<file path="src/rtl/tqvp_capture_pkg.sv">
// rtl/tqvp_capture_pkg.sv - register map and bit positions for the byte capture peripheral
package tqvp_capture_pkg;

  localparam logic [3:0] ADDR_CTRL   = 4'h0;
  localparam logic [3:0] ADDR_DIV    = 4'h1;
  localparam logic [3:0] ADDR_DATA   = 4'h2;
  localparam logic [3:0] ADDR_STATUS = 4'h3;
  localparam logic [3:0] ADDR_TS     = 4'h4;

  localparam int EN_BIT   = 0;
  localparam int MODE_BIT = 1;
  localparam int CLR_BIT  = 2;

  localparam int ST_EMPTY_BIT = 4;
  localparam int ST_FULL_BIT  = 5;
  localparam int ST_OVF_BIT   = 6;

  localparam int UO_NEMPTY_BIT = 0;
  localparam int UO_FULL_BIT   = 1;
  localparam int UO_OVF_BIT    = 2;

endpackage

</file>
<file path="src/rtl/tqvp_sync_fifo.sv">
// rtl/tqvp_sync_fifo.sv - small synchronous FIFO with flush, push-while-full-and-popping allowed
module tqvp_sync_fifo #(
  parameter int WIDTH = 8,
  parameter int DEPTH = 4
) (
  input  logic                     clk,
  input  logic                     rst_n,
  input  logic                     clr,
  input  logic                     push,
  input  logic                     pop,
  input  logic [WIDTH-1:0]         din,
  output logic [WIDTH-1:0]         dout,
  output logic [$clog2(DEPTH):0]   count,
  output logic                     empty,
  output logic                     full
);

  localparam int PTR_W = $clog2(DEPTH);
  localparam logic [PTR_W:0] FULL_CNT = (PTR_W + 1)'(DEPTH);

  logic [WIDTH-1:0] mem [DEPTH];
  logic [PTR_W-1:0] wr_ptr;
  logic [PTR_W-1:0] rd_ptr;
  logic             do_push;
  logic             do_pop;

  assign empty   = (count == '0);
  assign full    = (count == FULL_CNT);
  assign do_pop  = pop && !empty;
  // A full FIFO still takes a push when an entry leaves in the same cycle.
  assign do_push = push && (!full || do_pop);
  assign dout    = empty ? '0 : mem[rd_ptr];

  // Entry storage; contents beyond the pointers are don't-care so no reset.
  always_ff @(posedge clk) begin
    if (do_push && !clr) begin
      mem[wr_ptr] <= din;
    end
  end

  // Pointers wrap naturally because DEPTH is a power of two.
  always_ff @(posedge clk) begin
    if (!rst_n || clr) begin
      wr_ptr <= '0;
      rd_ptr <= '0;
      count  <= '0;
    end else begin
      if (do_push) wr_ptr <= wr_ptr + 1'b1;
      if (do_pop)  rd_ptr <= rd_ptr + 1'b1;
      if (do_push && !do_pop)      count <= count + 1'b1;
      else if (do_pop && !do_push) count <= count - 1'b1;
    end
  end

endmodule

</file>
<file path="src/rtl/tqvp_byte_capture.sv">
// rtl/tqvp_byte_capture.sv - PMOD sampler feeding a FIFO on the TinyQV byte bus; TQVP_CAPTURE_TIMESTAMP_EN adds per-entry timestamps
module tqvp_byte_capture
  import tqvp_capture_pkg::*;
#(
  parameter int DEPTH = 4
) (
  input  logic       clk,
  input  logic       rst_n,
  input  logic [7:0] ui_in,
  output logic [7:0] uo_out,
  input  logic [3:0] address,
  input  logic       data_write,
  input  logic [7:0] data_in,
  output logic [7:0] data_out
);

  localparam int PTR_W = $clog2(DEPTH);
`ifdef TQVP_CAPTURE_TIMESTAMP_EN
  localparam int ENTRY_W = 16;
`else
  localparam int ENTRY_W = 8;
`endif

  logic               en;
  logic               mode;
  logic [7:0]         div;
  logic [7:0]         div_cnt;
  logic [7:0]         sync1;
  logic [7:0]         sync2;
  logic [7:0]         last_pushed;
  logic               overflow;

  logic               wr_ctrl;
  logic               wr_div;
  logic               wr_data;
  logic               wr_status;
  logic               clr;
  logic               tick;
  logic               push_req;
  logic               fifo_push;
  logic               fifo_pop;
  logic               push_ok;
  logic               ovf_set;
  logic               ovf_clr;

  logic [ENTRY_W-1:0] fifo_din;
  logic [ENTRY_W-1:0] fifo_dout;
  logic [PTR_W:0]     fifo_count;
  logic               fifo_empty;
  logic               fifo_full;
  logic [7:0]         ts_rd;
  logic [7:0]         status;

  assign wr_ctrl   = data_write && (address == ADDR_CTRL);
  assign wr_div    = data_write && (address == ADDR_DIV);
  assign wr_data   = data_write && (address == ADDR_DATA);
  assign wr_status = data_write && (address == ADDR_STATUS);
  assign clr       = wr_ctrl && data_in[CLR_BIT];

  assign tick      = en && (div_cnt == div);
  assign push_req  = tick && (!mode || (sync2 != last_pushed));
  // A flush wins over any coincident FIFO traffic.
  assign fifo_push = push_req && !clr;
  assign fifo_pop  = wr_data && !clr;
  assign push_ok   = fifo_push && (!fifo_full || fifo_pop);
  assign ovf_set   = fifo_push && fifo_full && !fifo_pop;
  assign ovf_clr   = wr_status && data_in[ST_OVF_BIT];

`ifdef TQVP_CAPTURE_TIMESTAMP_EN
  logic [7:0] ts_cnt;

  // Free-running stamp counter; a flush restarts it.
  always_ff @(posedge clk) begin
    if (!rst_n || clr) ts_cnt <= '0;
    else               ts_cnt <= ts_cnt + 1'b1;
  end

  assign fifo_din = {ts_cnt, sync2};
  assign ts_rd    = fifo_dout[15:8];
`else
  assign fifo_din = sync2;
  assign ts_rd    = '0;
`endif

  tqvp_sync_fifo #(
    .WIDTH (ENTRY_W),
    .DEPTH (DEPTH)
  ) u_fifo (
    .clk   (clk),
    .rst_n (rst_n),
    .clr   (clr),
    .push  (fifo_push),
    .pop   (fifo_pop),
    .din   (fifo_din),
    .dout  (fifo_dout),
    .count (fifo_count),
    .empty (fifo_empty),
    .full  (fifo_full)
  );

  // Control and divider registers written from the bus.
  always_ff @(posedge clk) begin
    if (!rst_n) begin
      en   <= 1'b0;
      mode <= 1'b0;
      div  <= '0;
    end else begin
      if (wr_ctrl) begin
        en   <= data_in[EN_BIT];
        mode <= data_in[MODE_BIT];
      end
      if (wr_div) div <= data_in;
    end
  end

  // Sample divider: restarts on any reconfiguration and idles while disabled.
  always_ff @(posedge clk) begin
    if (!rst_n || !en || wr_ctrl || wr_div) div_cnt <= '0;
    else if (tick)                          div_cnt <= '0;
    else                                    div_cnt <= div_cnt + 1'b1;
  end

  // Two-flop synchroniser for the asynchronous PMOD input.
  always_ff @(posedge clk) begin
    if (!rst_n) begin
      sync1 <= '0;
      sync2 <= '0;
    end else begin
      sync1 <= ui_in;
      sync2 <= sync1;
    end
  end

  // Reference for on-change mode tracks only samples that actually entered the FIFO.
  always_ff @(posedge clk) begin
    if (!rst_n || clr) last_pushed <= '0;
    else if (push_ok)  last_pushed <= sync2;
  end

  // Sticky overflow; a new drop beats a same-cycle clear.
  always_ff @(posedge clk) begin
    if (!rst_n || clr) overflow <= 1'b0;
    else if (ovf_set)  overflow <= 1'b1;
    else if (ovf_clr)  overflow <= 1'b0;
  end

  // STATUS register image.
  always_comb begin
    status               = '0;
    status[3:0]          = 4'(fifo_count);
    status[ST_EMPTY_BIT] = fifo_empty;
    status[ST_FULL_BIT]  = fifo_full;
    status[ST_OVF_BIT]   = overflow;
  end

  // Read mux; unmapped addresses return zero.
  always_comb begin
    data_out = '0;
    case (address)
      ADDR_CTRL:   data_out = {6'b0, mode, en};
      ADDR_DIV:    data_out = div;
      ADDR_DATA:   data_out = fifo_dout[7:0];
      ADDR_STATUS: data_out = status;
      ADDR_TS:     data_out = ts_rd;
      default:     data_out = '0;
    endcase
  end

  // External status pins.
  always_comb begin
    uo_out                = '0;
    uo_out[UO_NEMPTY_BIT] = !fifo_empty;
    uo_out[UO_FULL_BIT]   = fifo_full;
    uo_out[UO_OVF_BIT]    = overflow;
  end

endmodule

</file>
<file path="config.mk">
export PLATFORM = sky130hd
export DESIGN_NAME = tqvp_byte_capture
export DESIGN_NICKNAME = d
export VERILOG_FILES = /design/src/rtl/tqvp_capture_pkg.sv /design/src/rtl/tqvp_sync_fifo.sv /design/src/rtl/tqvp_byte_capture.sv
export SDC_FILE = /design/constraint.sdc
export NUM_CORES = 1
export LEC_CHECK = 0
export CAP_MARGIN = 20
export CORE_UTILIZATION = 60
export CTS_BUF_LIST = sky130_fd_sc_hd__clkbuf_8 sky130_fd_sc_hd__clkbuf_16
export DETAILED_ROUTE_END_ITERATION = 8
export PLACE_DENSITY = 0.84
export RECOVER_POWER = 100
export SYNTH_ARGS = -nofsm -noshare
export SYNTH_HDL_FRONTEND = slang
export SYNTH_SLANG_ARGS = --single-unit
</file>
<file path="constraint.sdc">
create_clock -name clk -period 6.77 [get_ports clk]
set_clock_uncertainty 0.2 [all_clocks]
set_input_delay 1.354 -clock clk [delete_from_list [all_inputs] [get_ports clk]]
set_output_delay 1.354 -clock clk [all_outputs]
set_load 0.1 [all_outputs]
</file>
* After elaboration in Yosys (flattened, before gate mapping) *
Memories as Yosys holds them, arrays and structs flattened. A register that Yosys moved wholly into a read port is not among the register bits.
Cells that the tools add are included.

storage, ports and cells
  input bits = 23
  logic and storage cells = 72
  bits in writable memories = 32
  bits in registers = 50
  memories kept = 1
  output and inout port bits = 16

memories
  memory      words  width  read ports  clocked after Yosys merged registers in  wr ports  line                  source
  u_fifo.mem  4      8      1           1                                        1         tqvp_sync_fifo.sv:21  logic [WIDTH-1:0] mem [DEPTH];

operators by class
  equal/unequal tests = 6
  reductions and logical operators = 39
  $add $sub $neg = 5
  muxes and demuxes = 10

operators with widths
  operator             count
  $pmux 8 s4           1
  $logic_and 1x1->1    18
  $logic_not 1->1      9
  $add 8x1->8 const B  1
  $eq 4x2->1 const B   2
  $eq 8x8->1           1
  $mux 8               1
  $ne 8x8->1           1
  $logic_or 1x1->1     7
  $mux 3               2
  $add 2x1->2 const B  2
  $eq 4x1->1 const B   1
  $logic_not 4->1      1
  $mux 1               4
  $mux 2               2
  $reduce_bool 2->1    2
  $add 3x1->3 const B  1
  $eq 3x3->1 const B   1
  $logic_not 3->1      1
  $sub 3x1->3 const B  1
  $reduce_or 2->1      1

* Logic depth before layout (Yosys ltp) *
  depth after elaboration = 12
  mapped depth = 12

* Modules after synthesis *
From an unflattened synthesis, not the netlist that was laid out.

second synthesis, totals
  cell total of the unflattened synthesis = 322
  area total of the unflattened synthesis = 3,773.6 um^2

by module, submodules not included
  module             instances  cells an instance  area an instance (um^2)
  tqvp_byte_capture  1          218                2,048.2
  tqvp_sync_fifo     1          104                1,725.4

* Worst setup path before layout *
Ideal clock, no wire load.

  kind = input-to-output
  start = input port address[1]
  end = output port data_out[0]
  arrival = 3.891 ns
  stages = 4
  buffers on the path = 1
  slack = 1.325 ns
  path through = buf_4 > mux2_2 > a22oi_1 > o21ai_0

on the way
  cells in the longest elaborated chain, start to end = 2

ends and longest elaborated chain
  item                                line                      source
  start: declaration                  tqvp_byte_capture.sv:11   input logic [3:0] address,
  $eq 4x2->1 (tied with other cells)  tqvp_byte_capture.sv:159  case (address)
  $pmux 8 s4 *                        tqvp_byte_capture.sv:159
  end: declaration                    tqvp_byte_capture.sv:14   output logic [7:0] data_out

Every way passes the cells marked *; elsewhere a longest branch is shown, timed or not.

* Final worst setup path *
  start = input port address[3]
  end = output port data_out[5]

Same word-level chain as after synthesis.

==> metrics.csv <==
stage,metric,value,unit
layout,Area Growth Syn to Fin,11.74,%
logic_synthesis,"top cells by area, synth","dfxtp_1 28%, edfxtp_1 26%, mux4_2 4.9%",
drt,DR DRC count,0,
timing,"Setup violations, final",0,
layout,Seq. cell area,0.002002,mm²
die,Site Rows,28,
logic_synthesis,post-synthesis register bit count,84,
placed_design,Port Buffers,33,
timing,min cycle time layout,5.942,ns
layout,layout cells sized above 1,11.01,%
placed_design,Post-DP HPWL,4.943,mm
logic_synthesis,synth unique cells,44,
timing,setup TNS,0,ns
grt,GR Util All Layers,24.72,%
clock_network,H-Tree Depth,3,
logic_synthesis,Syn. warnings,0,
logic_synthesis,post-synthesis sequential area ratio,54.59,%
worst_hold_path,number of cells on the worst hold path,1,
drt,Antenna Nets Post-Route,0,
drt,Final Routed Wirelength,7.192,mm
clock_network,post-CTS setup repair buffer count,0,
placed_design,Placed Cells,404,
worst_setup_path,R2R depth,9,
layout,multi-input logic area,0.001449,mm²
timing,Hold Fails Final Rpt,0,
pwr,VDD IR max,0.1825,mV
drt,via count,2446,
worst_setup_path,Setup crit end kind,output port,
worst_setup_path,startpoint types,primary input,
run_status,status,"finished, violations left",
drt,Via density,5.824,
logic_synthesis,top_reg_cell synth,dfxtp_1,
grt,vias in the first global route,2348,
run_status,failing checks,"max-capacitance violations, max-slew violations",
timing,achievable frequency,0.1683,GHz
layout,diodes inserted,0,
clock_network,hold buffer count at CTS,0,
timing,worst-margin pin slew,1.972,ns
worst_setup_path,worst-path maximum fanout,14,
clock_network,Num Clock Sinks,84,
clock_network,clock root cell,clkbuf_8,
grt,grt total ovfl,0,
drt,DR iter-0 viols,180,
clock_network,clk_lat worst skew,0.36,ns
logic_synthesis,Post-synth top cells,"52 x dfxtp_1, 32 x edfxtp_1, 20 x and2_1, 19 x nor2_1",
layout,fill count,439,
timing,Final Cycle Share,87.77,%
logic_synthesis,Post-Syn Area,0.003667,mm²
worst_setup_path,reg-to-reg setup timing slack,3.41,ns
clock_network,clock input transition at the sequential cells of the worst setup and hold paths,0.10,ns
drt,wire per inst,17.12,µm
grt,initial antenna violation count,0,
clock_network,CTS-repair resized insts,0,
drt,drt first pass iters,4,
worst_hold_path,worst hold start,sync1[2],
worst_setup_path,WP data required,5.22,ns
flow_run,max_cap viols,2,
timing,relative slew slack,-32.83,%
pwr,overall power,0.9408,mW
logic_synthesis,synthesized instance count,314,
layout,post-route insts no fill,420,
logic_synthesis,"count leader, synth",dfxtp_1,
timing,"Slew Viols, Final",33,
logic_synthesis,Post-synth EDFFs,32,
worst_hold_path,Hold Path End,fifo_din[2],
die,IO Pins,39,
clock_network,CTS tree,done,
worst_setup_path,Reg2Reg Capture Point,u_fifo.count[1],
die,Die X,80.18,µm
logic_synthesis,Yosys top cell by area,dfxtp_1,
worst_setup_path,start of the worst register-to-register path,u_fifo.count[2],
die,Die H,80.18,µm
die,DIE AREA,0.006429,mm²
logic_synthesis,Avg Inst Size Synth,11.68,µm²
layout,Nets,370,
grt,global-route wire length before repair,11.43,mm
clock_network,CTS max path bufs,2,
pwr,power per cell area,229.6,mW/mm²
die,CORE AREA,0.005921,mm²
worst_setup_path,worst path arrival time,4.39,ns
placed_design,gpl congestion,0.8603,
grt,largest net degree at the start of global routing,29,
pwr,Lkg Pwr,1.450,nW
clock_network,cts bufs inserted,9,
logic_synthesis,Synth top area share,28.39,%
worst_hold_path,hold crit path type,reg -> reg,
die,initial core utilization,61.94,%
logic_synthesis,Post-synth ARST share,0,%
worst_setup_path,critical path class,in -> out,
timing,RSZ-0062 raised after global routing,false,
through the flow:
stage | util (%) | setup slack [ns] | instance area (µm²) | hold WS (ns)
detailed placement | 66.72 | 1.480 | 3950 | 0.2188
floorplan | - | 1.325 | 3682 | 0.2119
global placement | 66.72 | 1.514 | 3950 | 0.2142
finish | 69.21 | 0.8282 | 4098 | 0.2415
CTS | 70.05 | 1.477 | 4148 | 0.2440
global route | 69.21 | 0.6905 | 4098 | 0.2641
where the power goes:
group	switching (mW)	leakage (nW)	internal [mW]	total, mW
registers	0.00597	0.724	0.528	0.534
clock network	0.202	0.101	0.146	0.347
logic	0.0376	0.624	0.0214	0.0590
critical path, cell delays in order:
cell and delay (ns):
dlygate4sd3_1 0.59, or2_0 0.31, nor3b_1 1.23, a222oi_1 0.32, inv_1 0.11, clkbuf_2 0.46
sequential cells by signal, indices dropped and copies added (netlist names), named ones only:
| signal | flops |
|---|---|
| overflow | 1 |
| u_fifo.count | 3 |
| u_fifo.mem | 32 |
| u_fifo.rd_ptr | 2 |
| u_fifo.wr_ptr | 2 |
| last_pushed | 8 |
| fifo_din | 8 |
| en | 1 |
| mode | 1 |
| div_cnt | 8 |
| sync1 | 8 |
| div | 8 |
cell type report:
class	instances	area share, %
inverters	9	0.8244
clock inverters	7	1.802
multi-input cells	201	35.36
well taps	75	2.290
clock buffers	9	3.023
flip-flops and latches	84	48.85
repair buffers	35	7.847
cells by family after synthesis:
logic type	Yosys count	synth area share (%)
and+or+nand+nor	102	15.76
muxes	14	6.619
xor gates and xnor gates	27	6.448
buffers and inverters	33	5.117
AOI/OAI and AO/OA	46	8.769
other	1	0.1023
adders and majority gates	7	2.593
DFF	84	54.59
worst max path at each step:
stage | from | endpoint | slack (ns)
after floorplan | address[1] | data_out[0] | 1.32
after global placement | address[1] | data_out[4] | 1.51
after detailed placement | address[1] | data_out[4] | 1.48
after CTS | address[1] | data_out[4] | 1.48
after global routing | address[1] | data_out[0] | 0.69
final | address[3] | data_out[5] | 0.83
placed cells by master (no fill, tap or decap), types with 2 or more instances in the layout:
master / instances
mux2_2: 2
a21boi_0: 8
a21oi_1: 13
nand4_1: 13
nand3_1: 18
o31ai_1: 11
nor2_1: 19
a22oi_1: 3
xnor2_1: 18
and2_0: 9
inv_8: 2
a22o_1: 2
dfxtp_1: 52
or3_1: 2
mux2i_1: 4
clkbuf_8: 9
ha_1: 6
buf_4: 7
inv_1: 9
o21ai_0: 4
dlygate4sd3_1: 8
conb_1: 5
nor2b_1: 2
xor2_1: 9
and3_1: 2
mux4_2: 8
nor3_1: 4
edfxtp_1: 32
nand2_1: 15
clkdlybuf4s50_1: 18
a222oi_1: 3
and2_1: 11
inv_6: 3
per-layer routing:
layer | vias up | part of all wire (%) | GRT usage (%) | wire length, µm
met5 | - | 0 | 0 | 0
met4 | 0 | 1.8 | 10.71 | 129
met3 | 13 | 6.5 | 4.091 | 471
met2 | 92 | 49 | 41.45 | 3518
met1 | 1171 | 43 | 31.52 | 3072
li1 | 1170 | - | - | -
No activity file was read; power rests on OpenSTA's default activity.
